==> src/rtl/inst_fetch_bridge.sv <==
// IF-stage fetch bridge: turns each PC fetch into a single read on an SRAM-like
// instruction bus and presents the returned word to the IF/ID boundary.
module inst_fetch_bridge #(
  parameter int ADDR_W = 32,
  parameter int DATA_W = 32
) (
  input  logic              clk,
  input  logic              rstn,
  input  logic              pc_ce,
  input  logic [ADDR_W-1:0] pc_addr,
  input  logic              stall_if,
  input  logic              flush,
  output logic              inst_req,
  output logic              inst_wr,
  output logic [1:0]        inst_size,
  output logic [ADDR_W-1:0] inst_addr,
  input  logic              inst_addr_ok,
  input  logic [DATA_W-1:0] inst_rdata,
  input  logic              inst_data_ok,
  output logic [DATA_W-1:0] if_inst,
  output logic [ADDR_W-1:0] if_pc,
  output logic              if_valid,
  output logic              if_adel,
  output logic              stallreq_if
);

  typedef enum logic [1:0] {IDLE, REQ, WAIT, DONE} state_t;

  state_t            state, state_nxt;
  logic              discard, discard_nxt;
  logic              req_nxt;
  logic [ADDR_W-1:0] addr_nxt;
  logic [DATA_W-1:0] inst_nxt;
  logic [ADDR_W-1:0] pc_nxt;
  logic              valid_nxt;
  logic              adel_nxt;

  assign inst_wr   = 1'b0;
  assign inst_size = 2'b10;

  // The PC must be held from the moment a fetch is accepted until the word lands.
  assign stallreq_if = rstn && ((state == REQ) || (state == WAIT) ||
                                (state == IDLE && pc_ce && !flush));

  always_ff @(posedge clk) begin
    if (!rstn) begin
      state     <= IDLE;
      discard   <= 1'b0;
      inst_req  <= 1'b0;
      inst_addr <= '0;
      if_inst   <= '0;
      if_pc     <= '0;
      if_valid  <= 1'b0;
      if_adel   <= 1'b0;
    end else begin
      state     <= state_nxt;
      discard   <= discard_nxt;
      inst_req  <= req_nxt;
      inst_addr <= addr_nxt;
      if_inst   <= inst_nxt;
      if_pc     <= pc_nxt;
      if_valid  <= valid_nxt;
      if_adel   <= adel_nxt;
    end
  end

  always_comb begin
    state_nxt   = state;
    discard_nxt = discard;
    req_nxt     = inst_req;
    addr_nxt    = inst_addr;
    inst_nxt    = if_inst;
    pc_nxt      = if_pc;
    valid_nxt   = if_valid;
    adel_nxt    = if_adel;
    case (state)
      IDLE: begin
        if (pc_ce && !flush) begin
          if (pc_addr[1:0] != 2'b00) begin
            // Misaligned fetch is reported directly; the bus is never touched.
            state_nxt = DONE;
            adel_nxt  = 1'b1;
            inst_nxt  = '0;
            pc_nxt    = pc_addr;
            valid_nxt = 1'b1;
          end else begin
            state_nxt = REQ;
            req_nxt   = 1'b1;
            addr_nxt  = pc_addr;
          end
        end
      end
      REQ: begin
        // A request cannot be withdrawn once raised, so a flush only marks it.
        if (flush) discard_nxt = 1'b1;
        if (inst_addr_ok) begin
          req_nxt   = 1'b0;
          state_nxt = WAIT;
        end
      end
      WAIT: begin
        if (inst_data_ok) begin
          if (discard || flush) begin
            state_nxt   = IDLE;
            discard_nxt = 1'b0;
          end else begin
            state_nxt = DONE;
            inst_nxt  = inst_rdata;
            pc_nxt    = inst_addr;
            adel_nxt  = 1'b0;
            valid_nxt = 1'b1;
          end
        end else if (flush) begin
          discard_nxt = 1'b1;
        end
      end
      DONE: begin
        if (!stall_if || flush) begin
          state_nxt = IDLE;
          valid_nxt = 1'b0;
        end
      end
      default: state_nxt = IDLE;
    endcase
  end

endmodule
==> config.mk <==
export PLATFORM = sky130hd
export DESIGN_NAME = inst_fetch_bridge
export DESIGN_NICKNAME = d
export VERILOG_FILES = /design/src/rtl/inst_fetch_bridge.sv
export SDC_FILE = /design/constraint.sdc
export NUM_CORES = 1
export LEC_CHECK = 0
export BUFFER_PORTS_ARGS = -buffer_cell sky130_fd_sc_hd__clkbuf_2
export CORE_UTILIZATION = 52
export DETAILED_ROUTE_END_ITERATION = 10
export HOLD_SLACK_MARGIN = 0.12
export PLACE_DENSITY = 0.81
export SYNTH_ARGS = -nofsm -noshare
export SYNTH_HDL_FRONTEND = slang
export SYNTH_SLANG_ARGS = --single-unit
==> constraint.sdc <==
create_clock -name clk -period 6.2 [get_ports clk]
set_input_delay 0.31 -clock clk [delete_from_list [all_inputs] [get_ports clk]]
set_output_delay 0.31 -clock clk [all_outputs]
set_load 0.005 [all_outputs]
Word-level counts from Yosys, hierarchy flattened
Cells that the tools add are included.
Storage, ports and cells
  input bits: 71
  register bits after elaboration: 102
Operators by class
  equality and inequality tests: 11
  bitwise logic cells: 1
  muxes and demuxes: 34
  reduce and logical (&&, ||, !) cells: 22
Operators by type and width (number)
  32-bit two-way mux: 8
  32-bit one-hot mux with 2 select lines: 2
  1-bit two-way mux: 13
  2-bit two-way mux: 6
  2-bit inequality test (second input constant): 5
  2-bit one-hot mux with 4 select lines: 1
  4-bit AND reduction: 2
  2-bit nonzero test: 4
  1-bit one-hot mux with 2 select lines: 3
  6-bit AND reduction: 1
  5-bit AND reduction: 1
  2-bit == test (second input constant): 2
  1-bit logical AND: 4
  1-bit logical OR: 4
  2-bit by 1-bit inequality test with 1-bit output (second input constant): 2
  3-bit by 2-bit inequality test with 1-bit output (second input constant): 1
  1-bit one-hot mux with 3 select lines: 1
  3-bit AND reduction: 1
  3-bit nonzero test: 1
  2-bit by 1-bit == test with 1-bit output (second input constant): 1
  1-bit logical NOT: 2
  2-bit logical NOT: 1
  2-bit AND reduction: 1
  1-bit NOT: 1

Logic depth before layout (Yosys ltp)
  depth in word-level cells: 5
  depth in mapped cells: 9
  gate-level depth less buffers: 6

Worst setup path before layout
OpenSTA, ideal clock, no wires.
  path kind: reg-to-reg
  start point: register state[0]
  end point: register if_inst[22]
  data arrival time: 1894 ps
  cell stages (with the launch flop): 9
  clock period less this slack: 2026 ps
  buffers on the path: 2
  required time: 6068 ps
  slack: 4174 ps
  cell sequence: dfxtp_1 inv_1 ha_1 buf_4 nor3b_4 a2111o_1 clkbuf_1 o21ai_0 a21oi_1
Between the ends
  longest elaborated chain between the ends: 3
  elaborated cells on any way between the ends: 9
  those cells by class: eq/ne: 5; mux: 1; reduce/logical: 3
RTL lines
  start: declaration: RTL line 29  | state_t state, state_nxt;
  start signal: assignment: RTL line 56  | state <= state_nxt;
  2-bit == test / 2-bit logical NOT (equally long branches): RTL line 76  | case (state)
  2-bit inequality test (no source line) (tied with other cells)
  5-bit AND reduction (no source line)
  end signal: assignment: RTL line 60  | if_inst <= inst_nxt;
  end: declaration: RTL line 20  | output logic [DATA_W-1:0] if_inst,
Several ways; a longest one is shown, not always the timed one.
A chain may end at the register's enable or synchronous reset.

Worst setup path after layout
  start point: register state[0]
  end point: register if_pc[28]
Between the ends
  longest elaborated chain between the ends: 3
  elaborated cells on any way between the ends: 9
  those cells by class: eq/ne: 5; mux: 1; reduce/logical: 3
RTL lines
  2-bit == test / 2-bit logical NOT (equally long branches): RTL line 76
  2-bit inequality test (no source line) (tied with other cells)
  5-bit AND reduction (no source line)
  end signal: assignment: RTL line 61  | if_pc <= pc_nxt;
  end: declaration: RTL line 21  | output logic [ADDR_W-1:0] if_pc,
Several ways; a longest one is shown, not always the timed one.

==> impl_metrics.ini <==
[yosys]
synthTopCellsByCount = 102 x dfxtp_1, 90 x a21oi_1, 62 x nand2_1
ys_ff_latch = 102
syn_inst = 488
synth-edff-count = 0
yosysMostFrequentCell = dfxtp_1
synth_warnings = 0
ys.flop_type = dfxtp_1
synth_area_mm2 = 0.004395
synth_area_per_cell_um2 = 9.007
yosysTopAreaCell = dfxtp_1
synthTopCellsByArea = dfxtp_1 46%, a21oi_1 10%, mux2i_1 7.7%
async_flop_share_pct = 0
synth_top_area_share_pct = 46.46
ys_seq_area_share_pct = 46.46
synthDistinctLibCells = 39

[cts]
cts.path.max_buffers = 2
cts_tree = built
post_cts_buffers = 0
htreeDepth = 3
cts_sinks = 102
clock-root-buffer = clkbuf_8
clk_pin_slew_ps = 100
hold_buffers = 0
numCtsBuffers = 9
cts_resized = 0
clock_latency_ps = 370

[global_route]
grt.total_usage_pct = 26.33
grt_antenna_before_repair = 0
grt.overflow.total = 0
grt_pass1_wl_um = 18320
grt_max_degree = 66
grt_pass1_vias = 3962

[placed_design]
placedCellCount = 715
dp_hpwl_um = 7764
place_congestion = 0.8105
io_buffers = 170

[die]
initial_core_util_pct = 53.49
io_pins = 174
core_mm2 = 0.008217
core.rowCount = 33
die_w_um = 93.94
die-area_mm2 = 0.008825
dieHeight_um = 93.94

[routing]
via_per_inst = 5.673
routed_wl_um = 11520
antenna_left = 0
first_iter_violations = 163
vias = 4147
drc = 0
wl_per_cell_um = 15.76
first_pass_iters = 4

[worst_setup_path]
crit_slowest_cell = ha_1
worstSetupPathType = reg2reg
cp_cell_sequence = inv_1 > ha_1 > nor2b_1 > a2111o_1 > nor2_4 > o211a_1
arrival_ps = 3780
worstPathMaxFanout = 35
required_ps = 6470
reg2regPathDepth = 6
end_kind = flop
start_kind = flop
cpPeakStageDelay_ps = 990

[sta]
worst_slew_pin_slew_ps = 1214
rsz0062_at_grt = no
min_period_ps = 3515
relSlewSlack_pct = 19.05
fin_tns_setup_ps = 0
fin_crit_sh_pct = 56.69
skew_ps = 11.01
hold_violations = 0
maxSlewViolCount = 0
fmax_mhz = 284.5
setup_viol = 0

[cells_and_area]
area_growth_pct = 21.63
drive_gt1_share_pct = 33.23
diodes = 0
final_net_count = 699
fill_cells = 716
stdcell_count = 731

[run]
maxCapViolCount = 0

[pwr]
leakage_nw = 2.258
ir_worst_vdd_uv = 221.0
power.density_mw_per_mm2 = 422.4

[run_status]
status = finished clean

[hold_path]
worstHoldPathCells = 2
holdCritPathClass = in2reg
==> worst max-delay path: cells and delay by family, from the launching register on <==
family,cells,cell delay [ps]
AOI/OAI and AO/OA,2,1090
adders and majority gates,1,990
buffers and inverters,1,140
DFF,1,370
and+or+nand+nor,2,780
==> area by class of cell <==
type	count	area (µm²)	area share [%]
clock buffer	9	123.9	2.317
clock inverter	7	78.83	1.474
inverter	4	15.01	0.2808
multi-input combinational	331	2082	38.94
sequential	102	2042	38.19
tap	105	131.4	2.457
timing repair buffer	173	873.3	16.34
==> metal layers <==
metal	up-vias	routed length [µm]	GRT usage [%]
li1	2010	-	-
met1	1965	4938	31.07
met2	157	5523	44.71
met3	15	883	8.091
met4	0	172	9.744
met5	-	0	0
==> state kept, by name, indices dropped and copies added (netlist names) <==
| name | count |
|---|---|
| state | 2 |
| discard | 1 |
| inst_addr | 32 |
| if_inst | 32 |
| if_valid | 1 |
| if_adel | 1 |
| if_pc | 32 |
| inst_req | 1 |
==> final timing paths <==
path / slack (ps) / endpoint / from
hold / removal: 150 / discard / inst_data_ok
setup / recovery: 2690 / if_pc[28] / state[0]
setup reg to reg: 2690 / if_pc[28] / state[0]
hold reg to reg: 480 / if_inst[3] / if_inst[3]
==> cells in the final DEF (no fill, tap or decap), types with 3 or more instances in the layout <==
master	count
o21ai_0	28
mux2i_1	34
clkbuf_8	9
nand2_1	62
nor2_1	5
a211oi_1	18
conb_1	3
nor2b_1	3
a21oi_1	90
buf_4	3
a211oi_2	8
nand3_1	8
nand4_1	32
ha_1	6
dfxtp_1	102
o211a_1	8
clkbuf_2	170
o21ai_1	5
inv_1	3
==> power by group <==
group	internal, mW	switching [mW]
combinational	0.354	0.615
sequential	0.779	0.0754
clock	0.192	0.244
total	1.32	0.934
==> stage by stage <==
step	hold WS (ps)	instance area (µm²)	power (mW)	worst slack, ps	utilization, %
6_report	152.8	5346	2.258	2685	65.07
5_1_grt	140.1	5346	2.406	2349	65.07
3_3_place_gp	455.7	5144	1.799	2857	62.60
2_1_floorplan	428.7	4399	1.601	4174	-
3_5_place_dp	464.9	5144	1.835	2710	62.60
4_1_cts	139.0	5346	2.272	2680	65.07
==> logic make-up (layout without fill, tap and decap cells) <==
family                   after synthesis  count (layout)  share of synthesized area, %
buffers and inverters                 56             193                         6.376
other                                  2               3                        0.1709
AO/OA/AOI/OAI                        166             166                         23.57
multiplexers                          34              34                         7.743
AND/OR/NAND/NOR                      121             121                         13.69
adder cells (fa/ha/maj)                7               7                         1.993
flip-flops                           102             102                         46.46
Note: power is estimated with default switching activity, not from simulation.
